$ cat src/rtl/ewrapper_tx_framer.sv
// eLink TX framer: buffers emesh transactions in a small FIFO and emits each one
// as two 72-bit beats already transposed into the serializer's per-pin layout.
module ewrapper_tx_framer #(
  parameter int DEPTH = 2
) (
  input  logic        CLK_DIV_IN,
  input  logic        IO_RESET,
  input  logic        emesh_access_in,
  input  logic        emesh_write_in,
  input  logic [1:0]  emesh_datamode_in,
  input  logic [3:0]  emesh_ctrlmode_in,
  input  logic [31:0] emesh_dstaddr_in,
  input  logic [31:0] emesh_data_in,
  input  logic [31:0] emesh_srcaddr_in,
  output logic        emesh_wait_out,
  input  logic        TX_WAIT_IN,
  output logic [71:0] DATA_OUT_TO_IO,
  output logic        tx_busy
);

  localparam int AW = $clog2(DEPTH);
  localparam int CW = AW + 1;
  localparam int EW = 103;

  typedef enum logic [1:0] {
    IDLE   = 2'd0,
    BEAT_A = 2'd1,
    BEAT_B = 2'd2
  } state_t;

  logic [EW-1:0] mem_q [DEPTH];
  logic [EW-1:0] mem_d [DEPTH];
  logic [AW-1:0] wr_ptr_q, wr_ptr_d;
  logic [AW-1:0] rd_ptr_q, rd_ptr_d;
  logic [CW-1:0] count_q, count_d;
  state_t        state_q, state_d;
  logic [71:0]   data_q, data_d;

  logic          push;
  logic          pop;
  logic          fifo_empty;
  logic [EW-1:0] in_word;
  logic [EW-1:0] head;
  logic [71:0]   beat_a;
  logic [71:0]   beat_b;

  // Slot b of the beat goes out on cycle b; pin k carries bit k of each byte, MSB-first in time.
  function automatic logic [71:0] transpose_beat(input logic [63:0] bytes_in, input logic [7:0] frame);
    logic [71:0] beat;
    beat = {frame, 64'h0};
    for (int b = 0; b < 8; b++) begin
      for (int k = 0; k < 8; k++) begin
        beat[8*k + 7 - b] = bytes_in[56 - 8*b + k];
      end
    end
    return beat;
  endfunction

  assign in_word        = {emesh_ctrlmode_in, emesh_datamode_in, emesh_write_in,
                           emesh_dstaddr_in, emesh_data_in, emesh_srcaddr_in};
  assign head           = mem_q[rd_ptr_q];
  assign fifo_empty     = (count_q == {CW{1'b0}});
  assign emesh_wait_out = (count_q == CW'(DEPTH));
  assign tx_busy        = !fifo_empty || (state_q != IDLE);
  assign DATA_OUT_TO_IO = data_q;

  // Frame stays high through B12 and drops for the three pad bytes of beat B.
  assign beat_a = transpose_beat({head[102:99], head[98:97], head[96], 1'b0,
                                  head[95:64], head[63:40]}, 8'hFF);
  assign beat_b = transpose_beat({head[39:32], head[31:0], 24'h000000}, 8'hF8);

  // FIFO next-state: push on accept, pop when beat B is registered.
  always_comb begin
    push     = emesh_access_in && !emesh_wait_out;
    pop      = (state_q == BEAT_A);
    mem_d    = mem_q;
    wr_ptr_d = wr_ptr_q;
    rd_ptr_d = rd_ptr_q;
    count_d  = count_q;
    if (push) begin
      mem_d[wr_ptr_q] = in_word;
      wr_ptr_d        = wr_ptr_q + AW'(1'b1);
    end else begin
      wr_ptr_d = wr_ptr_q;
    end
    if (pop) begin
      rd_ptr_d = rd_ptr_q + AW'(1'b1);
    end else begin
      rd_ptr_d = rd_ptr_q;
    end
    case ({push, pop})
      2'b10:   count_d = count_q + CW'(1'b1);
      2'b01:   count_d = count_q - CW'(1'b1);
      default: count_d = count_q;
    endcase
  end

  // Packet FSM; remote wait is only honoured at packet boundaries.
  always_comb begin
    state_d = state_q;
    data_d  = 72'h0;
    case (state_q)
      IDLE, BEAT_B: begin
        if (!fifo_empty && !TX_WAIT_IN) begin
          state_d = BEAT_A;
          data_d  = beat_a;
        end else begin
          state_d = IDLE;
          data_d  = 72'h0;
        end
      end
      BEAT_A: begin
        state_d = BEAT_B;
        data_d  = beat_b;
      end
      default: begin
        state_d = IDLE;
        data_d  = 72'h0;
      end
    endcase
  end

  // State, FIFO and output registers.
  always_ff @(posedge CLK_DIV_IN or posedge IO_RESET) begin
    if (IO_RESET) begin
      for (int i = 0; i < DEPTH; i++) begin
        mem_q[i] <= {EW{1'b0}};
      end
      wr_ptr_q <= {AW{1'b0}};
      rd_ptr_q <= {AW{1'b0}};
      count_q  <= {CW{1'b0}};
      state_q  <= IDLE;
      data_q   <= 72'h0;
    end else begin
      for (int i = 0; i < DEPTH; i++) begin
        mem_q[i] <= mem_d[i];
      end
      wr_ptr_q <= wr_ptr_d;
      rd_ptr_q <= rd_ptr_d;
      count_q  <= count_d;
      state_q  <= state_d;
      data_q   <= data_d;
    end
  end

endmodule

$ cat config.mk
export PLATFORM = sky130hd
export DESIGN_NAME = ewrapper_tx_framer
export DESIGN_NICKNAME = d
export VERILOG_FILES = /design/src/rtl/ewrapper_tx_framer.sv
export SDC_FILE = /design/constraint.sdc
export NUM_CORES = 1
export LEC_CHECK = 0
export BUFFER_PORTS_ARGS = -buffer_cell sky130_fd_sc_hd__buf_2
export CAP_MARGIN = 20
export CORE_MARGIN = 2
export CORE_UTILIZATION = 33
export DETAILED_ROUTE_END_ITERATION = 12
export PLACE_DENSITY = 0.52
export REMOVE_ABC_BUFFERS = 1
export SYNTH_ARGS = -nofsm -noshare
export SYNTH_HDL_FRONTEND = slang
export SYNTH_SLANG_ARGS = --single-unit
export TNS_END_PERCENT = 20
$ cat constraint.sdc
create_clock -name CLK_DIV_IN -period 10 [get_ports CLK_DIV_IN]
set_input_delay 1.5 -clock CLK_DIV_IN [delete_from_list [all_inputs] [get_ports CLK_DIV_IN]]
set_output_delay 1.5 -clock CLK_DIV_IN [all_outputs]
set_load 0.005 [all_outputs]
* After elaboration in Yosys (flattened, before gate mapping)
Cells that the tools add are included.
Word-level totals: bits in latches 0, memories kept 0, bits of input ports 107, output and inout port bits 74, ROM bits 0, register bits after elaboration 284, bits in writable memories 0
Cells by class: reductions and logical operators 12, bitwise operators 2, shift-type cells 0, muxes and demuxes 11, divide/modulo/power cells 0, magnitude comparators 3, multipliers 0, add/subtract/negate cells 4, equal/unequal tests 5
Operators with widths (number):
- two-way mux 103 bit | 4
- bitwise mux 206 bit | 1
- one-hot mux 72 bit (2 select lines) | 1
- demux 103 bit (select 1 bit) | 1
- two-way mux 72 bit | 1
- one-hot mux 2 bit (2 select lines) | 2
- equality test 2 bit, second input constant | 3
- equality test 2 x 1 -> 1 bit, second input constant | 2
- >= comparator 2 bit, second input constant | 2
- logical NOT 2 bit | 2
- NOT 1 -> 2 bit | 2
- nonzero test 2 bit | 2
- logical AND 1 bit | 3
- logical NOT 1 bit | 3
- adder 1 bit, second input constant | 2
- adder 2 x 1 -> 2 bit, second input constant | 1
- < comparator 2 x 1 -> 1 bit, second input constant | 1
- OR reduction 2 bit | 1
- subtractor 2 x 1 -> 2 bit, second input constant | 1
- logical OR 1 bit | 1
- two-way mux 1 bit | 1

* Logic depth before layout (Yosys ltp)
Gate-level depths: netlist of the first run.
depth after elaboration 6, mapped depth 8, gate-level depth less buffers 6

* Worst setup path after synthesis of the first run
OpenSTA, ideal clock, no wires.
kind in2reg, from input port emesh_access_in, to register mem_q[109] (netlist bit), path slack 7503 ps, library setup time 127 ps, arrival time 2370 ps, path buffers 2, stages on the path 4, cell sequence nor3b_2 > buf_4 > buf_6 > mux2_1
On the way: longest elaborated chain between the ends 1
RTL lines:
- from (decl) | line 8 | input logic emesh_access_in,
- logical AND 1 bit | line 74 | push = emesh_access_in && !emesh_wait_out;
- to (signal, indexed assignment) | line 127 | mem_q[i] <= {EW{1'b0}};
- to (signal, indexed assignment) | line 136 | mem_q[i] <= mem_d[i];
- to (decl) | line 31 | logic [EW-1:0] mem_q [DEPTH];
Every way passes these cells. A chain may end at the register's enable or synchronous reset.

* Worst setup path after layout of the first run
from input port emesh_access_in, to register mem_q[93] (netlist bit)
Same word-level chain as after synthesis.

==> run summary, run 1 <==
status - completed
ys async rst share - 1.00
worst-margin pin slew - 0.965 ns
Synth cell types - 22
Clk pwr share - 0.261
Setup Crit Path Kind - in -> reg
initial core utilization - 0.333
Max FO, Critical Path - 57
core area - 33,400 µm²
Clock Pin Slew Worst Setup and Hold Paths - 0.06 ns
GP Congestion - 0.667
Detailed Route Iter0 Violations - 227
Fillers - 3,195
antenna-violating nets left - 0
Crit path required time - 10.45 ns
Psw - 1330 µW
DRC - 0
RSZ-0062 raised after global routing - no
num ports - 181
cell with the most instances after synthesis - dfrtp_1
Synth Area in Adders - 0.00112
nets - 1,000
largest family of logic cells by synthesized area - multiplexers
Synth top area share - 0.623
cts hold-fix bufs - 0
number of global-route vias before repair - 6,842
total global routing overflow - 0
worst vdd ir - 0.141 mV
Setup-failing EPs final - 0
Synth Area in Simple Gates - 0.0145
post-route setup TNS - 0 ns
H-tree depth - 1
Final Hold Viols - 0
Main synth FF type - dfrtp_1
worst hold path type - reg -> reg
post-synthesis mux area share - 0.301
layout cells sized above 1 - 0.381
CP Capture Type - register
die area - 35,200 µm²
post-synthesis xor/xnor area fraction - 0.00394
max-slew violations - 0
vias post-DR - 6,329
Rel. slew slack - 0.357
CP Cell Sequence - buf_2 -> and3_4 -> buf_4 -> mux2_2
Seq/Total Area, Yosys - 0.623
CP max stage cell - buf_4
EDFF count, synth - 0
FF/Latch Area - 6940 µm²
Total Routing Usage GR - 0.133
MaxCap Viol Count - 0
CTS tree - built
final WL - 23,300 µm
Pre-antenna DRT Iters - 4
Area contributors post-synth - dfrtp_1 (62%), mux2_2 (11%), mux2_1 (10%)
footprint of the multi-input gates - 3830 µm²
pin count of the biggest net entering global routing - 153
Comb power frac - 0.308
Synth-to-Final Area Change - 20.3%
Critical Path Start Type - input port
width of the die - 188 µm
deepest clock path buffer count - 3
Commonest cells post-synth - dfrtp_1 (277), mux2_2 (105), mux2i_1 (103), mux2_1 (101), o22ai_1 (39)
Net Sw Frac - 0.299
first-pass GRT wire length - 37,800 µm
clock root buffer - clkbuf_16
Int Pwr - 3120 µW
Vias/cell - 4.64
Post-Syn Area - 11,100 µm²
PortBufs - 180
Lkg Pwr - 0.00629 µW
Setup Buffers After CTS - 0
flops & latches, synth - 277
Avg Cell Area, Syn - 15.3 µm²
Reg power frac - 0.431
final hold slack - 0.480 ns
Synth area leader - dfrtp_1
# clock sinks - 277
Yosys Warn Count - 0
compound-gate portion of the synthesized area - 0.0219
die height - 188 µm
Clk Latency, worst-skew pair - 0.56 ns
Pwr Density - 332 nW/µm²
Rows - 67
Post-CTS Resized - 0
Max Fclk - 323 MHz
CTS Buf Count - 31
Worst Skew - 0.0129 ns
final worst path period share - 0.310
critical path arrival - 3.54 ns
crit path time final - 3.10 ns
routed len/inst - 17.1 µm
antenna violations before repair - 3
worst stage delay on the critical path - 0.79 ns
Post-Syn Instances - 725
Post-DP HPWL - 13,300 µm
[sequential cells by signal, summed over array words and instances, names as in the netlist]
signal	count
count_q	2
DATA_OUT_TO_IO	66
wr_ptr_q	1
mem_q	206
state_q	1
rd_ptr_q	1
[final timing paths]
kind | endpoint | depth (start not counted) | slack [ns] | from
worst max-delay path | mem_q[93]$_DFFE_PP0P_ | 4 | 6.90 | emesh_access_in
worst min-delay path | mem_q[146]$_DFFE_PP0P_ | 1 | 0.48 | mem_q[146]$_DFFE_PP0P_
worst max register to register | mem_q[93]$_DFFE_PP0P_ | 4 | 7.39 | count_q[0]$_DFFE_PP0P_
worst min register to register | mem_q[146]$_DFFE_PP0P_ | 1 | 0.48 | mem_q[146]$_DFFE_PP0P_
max in group asynchronous | mem_q[182]$_DFFE_PP0P_ | 3 | 7.58 | IO_RESET
min in group asynchronous | DATA_OUT_TO_IO[23]$_DFF_PP0_ | 2 | 1.11 | IO_RESET
[power by group through the flow]
stage | clock network [µW] | logic (µW) | registers, µW
CTS | 1200 | 1410 | 1920
floorplan | 0 | 1040 | 1950
global route | 1250 | 1520 | 1990
detailed placement | 0 | 1400 | 1940
finish | 1160 | 1370 | 1920
global placement | 0 | 1370 | 1940
[placed cells by master, fill, tap and decap left out, types with 4 or more instances in the layout]
cell / n
mux2_2: 105
xnor2_1: 4
clkbuf_16: 31
buf_4: 7
clkbuf_8: 9
clkbuf_1: 8
dfrtp_1: 276
mux2_1: 101
nor2_1: 28
buf_2: 180
mux2i_1: 103
o22ai_1: 39
[cells by family (layout without fill, tap and decap cells)]
logic type / count (synthesis) / count (layout)
flops: 277 / 277
fa+ha+maj: 1 / 1
mux: 309 / 309
buf+inv: 58 / 247
xor+xnor: 5 / 5
other cells: 0 / 3
simple gates: 36 / 36
compound gates: 39 / 39
[cell type report]
cell class	instances	share of cell area
clock buffer	48	0.0695
antenna	3	0.000561
clock inverter	7	0.00935
sequential	277	0.518
timing repair buffer	188	0.0727
inverter	4	0.00168
tap	448	0.0419
multi-input combinational	390	0.286
[metrics by stage]
step           cell area (µm²)  worst slack (ns)  cells   util  total power [µW]
2_1_floorplan            10800             0.863    671      -              2990
3_3_place_gp             12300              6.24   1307  0.369              3310
3_5_place_dp             12300              6.26   1307  0.369              3340
4_1_cts                  13400              6.86   1362  0.401              4540
5_1_grt                  13400              6.76   1362  0.401              4760
6_report                 13400              6.90   1365  0.401              4450
[critical path: cells and delay by family]
family | cells | cell delay (ns)
and+or+nand+nor | 1 | 0.67
buffers and inverters | 2 | 0.90
muxes | 1 | 0.41
[per-layer routing]
metal,GRT usage,up-vias,wire length (µm)
li1,-,2903,-
met1,0.175,3242,10800
met2,0.220,138,10800
met3,0.0328,42,1230
met4,0.0363,4,503
met5,0,-,14
Power figures use the tool's default switching activity.
==> inputs of run 2 (changes only) <==
ABC_AREA = 1   (was unset)
clock period = 2.95 ns   (was 10 ns; I/O delays follow)
==> run 2 against run 1 <==
  * Sequential power grew to 3.3 times the previous value
  * Clock skew grew 0.0021 ns
  * Global-route usage grew 5.8 points
  * Cell count grew 53%
  * Flip-flop and latch count is the same
  * Via count grew 63%
  * First-iteration DRC count grew to 2.7 times the previous value
  * Largest power group unchanged
==> run summary, run 2 <==
status - completed
Detailed Route Iter0 Violations - 624
Post-Syn Instances - 1,486
num ports - 181
Biggest register - mem_q
initial core utilization - 0.336
Worst Skew - 0.0150 ns
Largest delay share family, worst path - simple AND/OR/NAND/NOR gates
Reg power frac - 0.390
max-slew violations - 0
Final Util - 0.396
critical path arrival - 1.66 ns
Synth cell types - 20
Seq/Total Area, Yosys - 0.562
deepest clock path buffer count - 3
CP Cell Sequence - nor2_1 -> nand3_1 -> buf_2
RR Startpoint - wr_ptr_q$_DFFE_PP0P_
clock root buffer - clkbuf_16
Psw - 6500 µW
Fillers - 3,815
Yosys Warn Count - 0
commonest cells after routing, fill and taps aside - nand2_1 (799), dfrtp_1 (275), nand4_1 (207)
post-synthesis mux area share - 0
Hold Crit Start - emesh_dstaddr_in[1]
Critical Path Start Type - register
worst-margin pin slew - 1.03 ns
GP Congestion - 0.744
final WL - 36,800 µm
final worst path period share - 0.711
Post-Syn Area - 12,300 µm²
Area contributors post-synth - dfrtp_1 (56%), nand2_1 (24%), nand4_1 (10%)
Crit path required time - 2.51 ns
Total Routing Usage GR - 0.191
vias post-DR - 10,295
CTS tree - built
antenna-violating nets left - 0
# clock sinks - 277
Largest register FFs - 206
flops & latches, synth - 277
total global routing overflow - 0
RSZ-0062 raised after global routing - no
Rows - 70
Clk Latency, worst-skew pair - 0.57 ns
width of the die - 197 µm
Post-CTS Resized - 0
Clock Pin Slew Worst Setup and Hold Paths - 0.06 ns
Synth Area in Simple Gates - 0.359
Lkg Pwr - 0.00797 µW
Post-DP HPWL - 20,000 µm
antenna violations before repair - 3
worst stage delay on the critical path - 0.46 ns
DRC - 0
compound-gate portion of the synthesized area - 0.0150
Setup Crit Path Kind - reg -> out
commonest non-fill, non-tap cell in the layout - nand2_1
Comb power frac - 0.364
Pwr Density - 1130 nW/µm²
worst vdd ir - 0.687 mV
number of global-route vias before repair - 10,056
MaxCap Viol Count - 0
first-pass GRT wire length - 58,900 µm
routed len/inst - 17.6 µm
die height - 197 µm
core area - 36,700 µm²
Max Fclk - 477 MHz
Pre-antenna DRT Iters - 4
Commonest cells post-synth - nand2_1 (799), dfrtp_1 (277), nand4_1 (207), buf_2 (68), clkbuf_1 (33)
Rel. slew slack - 0.313
Buffers & Inverters on Critical Path - 1
ys async rst share - 1.00
critical path startpoint - count_q[1]$_DFFE_PP0P_
largest family of logic cells by synthesized area - simple AND/OR/NAND/NOR gates
nets - 1,698
CP max stage cell - dfrtp_1
Synth Area in Adders - 0.00101
Synth-to-Final Area Change - 17.7%
CP Capture Type - primary output
die area - 38,900 µm²
EDFF count, synth - 0
Setup-failing EPs final - 0
pin count of the biggest net entering global routing - 203
layout cells sized above 1 - 0.164
Avg Cell Area, Syn - 8.30 µm²
Max FO, Critical Path - 4
CTS Buf Count - 31
Int Pwr - 9880 µW
Synth area leader - dfrtp_1
final worst slack - 0.852 ns
Synth top area share - 0.562
Main synth FF type - dfrtp_1
Vias/cell - 4.94
Final Hold Viols - 0
H-tree depth - 1
Net Sw Frac - 0.397
PortBufs - 180
pre-CTS WS - 0.886 ns
post-synthesis xor/xnor area fraction - 0.00142
worst hold path type - in -> reg
cell with the most instances after synthesis - nand2_1
crit path time final - 2.10 ns
Clk pwr share - 0.246
[run 2: metrics by stage]
step / cells / area (µm²) / total power, µW / TNS (ns) / hold slack [ns]
2_1_floorplan: 1355 / 11600 / 10000 / -1889.95 / 0.437
3_3_place_gp: 2024 / 13400 / 12400 / 0 / 0.448
3_5_place_dp: 2024 / 13400 / 12500 / 0 / 0.454
4_1_cts: 2081 / 14500 / 16600 / 0 / 0.110
5_1_grt: 2081 / 14500 / 17700 / 0 / 0.125
6_report: 2083 / 14500 / 16400 / 0 / 0.137
[run 2: power by group through the flow]
stage / Combinational [µW] / Sequential [µW] / Clock, µW
after floorplan: 3470 / 6570 / 0
after global placement: 6010 / 6400 / 0
after detailed placement: 6060 / 6440 / 0
after CTS: 6090 / 6400 / 4120
after global routing: 6850 / 6610 / 4270
final: 5970 / 6390 / 4030
[run 2: worst reg2reg max path: cells and delay by family (launching register included)]
family,cells,cell delay [ns]
buffers and inverters,2,1.25
flip-flops,1,0.42
AND/OR/NAND/NOR,2,0.31
[run 2: final timing paths]
path                            cells past startpoint                            to  slack (ns)
worst max-delay path                                3                       tx_busy        0.85
worst min-delay path                                3         mem_q[65]$_DFFE_PP0P_        0.14
worst max register to register                      4         mem_q[77]$_DFFE_PP0P_        0.89
worst min register to register                      2        mem_q[149]$_DFFE_PP0P_        0.46
max in group asynchronous                           4         mem_q[43]$_DFFE_PP0P_        1.67
min in group asynchronous                           3  DATA_OUT_TO_IO[26]$_DFF_PP0_        0.43
[run 2: logic make-up after synthesis]
family,count (synthesis)
buffers and inverters,144
XOR/XNOR,2
adder cells (fa/ha/maj),1
AO/OA/AOI/OAI,25
flip-flops,277
AND/OR/NAND/NOR,1037
[run 2: cell type report]
| cell class | count | area [µm²] | area share |
|---|---|---|---|
| clock buffers | 45 | 928 | 0.0639 |
| flip-flops and latches | 277 | 6940 | 0.478 |
| well taps | 468 | 586 | 0.0403 |
| diodes | 2 | 5.00 | 0.000345 |
| repair buffers | 202 | 1190 | 0.0818 |
| clock inverters | 11 | 136 | 0.00939 |
| inverters | 13 | 61.3 | 0.00422 |
| multi-input cells | 1065 | 4680 | 0.322 |
[run 2: per-layer routing]
metal  up-vias  GRT usage  share of wire
met4         2     0.0362          0.016
li1       5032          -              -
met1      4998      0.278           0.47
met3        38     0.0323          0.047
met2       225      0.301           0.46
met5         -          0        0.00035
[run 2: repair_timing]
action                                 CTS  global route
hold buffers                             1             0
setup buffers                            0             0
endpoints found under the hold margin   41             0
==> inputs of run 3 (changes only) <==
clock period = 2.15 ns   (was 2.95 ns; I/O delays follow)
==> run 3 against run 2 <==
  * Count of clock-buffer cells in the layout grew 3
  * Via count grew 2.6%
  * Non-clock buffer count grew 66
  * Power grew 35%
  * Cell count grew 3.0%
  * Sequential power grew 38%
  * Flip-flop and latch count is the same
  * Global-route usage shrank 0.20 points
  * First-iteration DRC count shrank 11%
  * Final area grew 4.0%
  * Largest cell class unchanged
  * Largest power group unchanged
  * Highest routed layer is now met4
==> run summary, run 3 (synthesis results as in run 2) <==
die area - 38,900 µm²
FF-to-FF path depth - 5
worst-margin pin slew - 0.608 ns
worst stage delay on the critical path - 0.46 ns
GP Congestion - 0.726
PortBufs - 180
Final Hold Viols - 0
Worst Skew - 0.0119 ns
critical path startpoint - count_q[1]$_DFFE_PP0P_
worst vdd ir - 0.940 mV
Clock Pin Slew Worst Setup and Hold Paths - 0.06 ns
Pre-antenna DRT Iters - 5
layout cells sized above 1 - 0.157
# clock sinks - 277
Critical Path Start Type - register
vias post-DR - 10,558
total global routing overflow - 0
cell count along the critical path - 3
antenna-violating nets left - 0
Vias/cell - 4.92
CP endpoint - tx_busy
Net Sw Frac - 0.398
R2R setup slack - 0.52 ns
Max Fclk - 489 MHz
Clk Latency, worst-skew pair - 0.57 ns
routed len/inst - 16.8 µm
CTS Buf Count - 31
Psw - 8810 µW
Synth-to-Final Area Change - 22.4%
CP max stage cell - dfrtp_1
die height - 197 µm
status - completed
Detailed Route Iter0 Violations - 553
final worst path period share - 0.952
H-tree depth - 1
Setup-failing EPs final - 0
Int Pwr - 13,300 µW
RR Startpoint - count_q[0]$_DFFE_PP0P_
Crit path required time - 1.83 ns
Max FO, Critical Path - 4
commonest non-fill, non-tap cell in the layout - nand2_1
width of the die - 197 µm
Buffers & Inverters on Critical Path - 1
Biggest register - mem_q
crit path time final - 2.05 ns
nets - 1,764
number of global-route vias before repair - 10,498
Rows - 70
Post-DP HPWL - 20,000 µm
DRC - 0
deepest clock path buffer count - 3
CTS tree - built
CP Cell Sequence - nor2_1 -> nand3_1 -> buf_2
Largest register FFs - 206
num ports - 181
Comb power frac - 0.376
commonest cells after routing, fill and taps aside - nand2_1 (799), dfrtp_1 (275), nand4_1 (207)
R2R Path End - mem_q[24]$_DFFE_PP0P_
Pwr Density - 1460 nW/µm²
Reg power frac - 0.399
critical path arrival - 1.72 ns
MaxCap Viol Count - 0
max-slew violations - 0
clock root buffer - clkbuf_16
final hold slack - 0.0269 ns
Rel. slew slack - 0.594
core area - 36,700 µm²
worst hold path type - in -> reg
Final Power - 22,100 µW
Clk pwr share - 0.225
Largest delay share family, worst path - simple AND/OR/NAND/NOR gates
CP Capture Type - primary output
final WL - 36,100 µm
Setup Crit Path Kind - reg -> out
RSZ-0062 raised after global routing - no
pin count of the biggest net entering global routing - 104
Total Routing Usage GR - 0.189
Lkg Pwr - 0.00821 µW
antenna violations before repair - 3
initial core utilization - 0.336
Setup Buffers After CTS - 0
first-pass GRT wire length - 58,700 µm
[run 3: worst register-to-register path: stages, from the launching register on]
cell and delay (ns):
dfrtp_1 0.42, inv_2 0.09, nand2_8 0.21, buf_4 0.50, nand4_1 0.22, nand2_1 0.12
[run 3: worst min path at each step]
stage                                 startpoint                      endpoint  cells after the start  slack [ns]
after floorplan           mem_q[143]$_DFFE_PP0P_        mem_q[143]$_DFFE_PP0P_                      2        0.44
after global placement                  IO_RESET  DATA_OUT_TO_IO[26]$_DFF_PP0_                      2        0.38
final                          emesh_data_in[13]        mem_q[148]$_DFFE_PP0P_                      3        0.03
after CTS                      emesh_data_in[13]        mem_q[148]$_DFFE_PP0P_                      3     0.00007
after detailed placement                IO_RESET  DATA_OUT_TO_IO[26]$_DFF_PP0_                      2        0.39
after global routing            emesh_data_in[6]         mem_q[38]$_DFFE_PP0P_                      3        0.01
[run 3: repair_timing]
action / CTS / global route
gates resized for setup: 0 / 0
hold endpoints to repair: 136 / 0
hold buffers: 59 / 0
[run 3: through the flow]
step	cell area (µm²)	util	setup WS, ns	cells	setup TNS, ns
floorplan	11600	-	-5.81	1355	-2298.02
CTS	15100	0.411	0.0658	2142	0
finish	15100	0.412	0.103	2145	0
global route	15100	0.411	0.0526	2144	0
detailed placement	13600	0.370	0.509	2032	0
global placement	13600	0.370	0.536	2032	0
[run 3: cell type report]
cell class,count,area [µm²]
sequential,277,6940
fill,3768,21600
multi-input combinational,1065,4680
inverter,13,61.3
timing repair buffer,268,1890
clock inverter,3,18.8
clock buffer,48,920
antenna,3,7.51
tap,468,586
[run 3: power groups by stage]
stage          registers (µW)  clock network (µW)  logic [µW]
2_1_floorplan            9010                   0        4760
3_3_place_gp             8860                   0        8280
3_5_place_dp             8890                   0        8380
4_1_cts                  8840                5160        8470
5_1_grt                  9130                5350        9530
6_report                 8820                4990        8310
[run 3: layer usage]
layer  part of all wire  global-route usage
met5                  0                   0
met1               0.47               0.267
met3              0.051              0.0304
met2               0.46               0.306
met4              0.016              0.0407
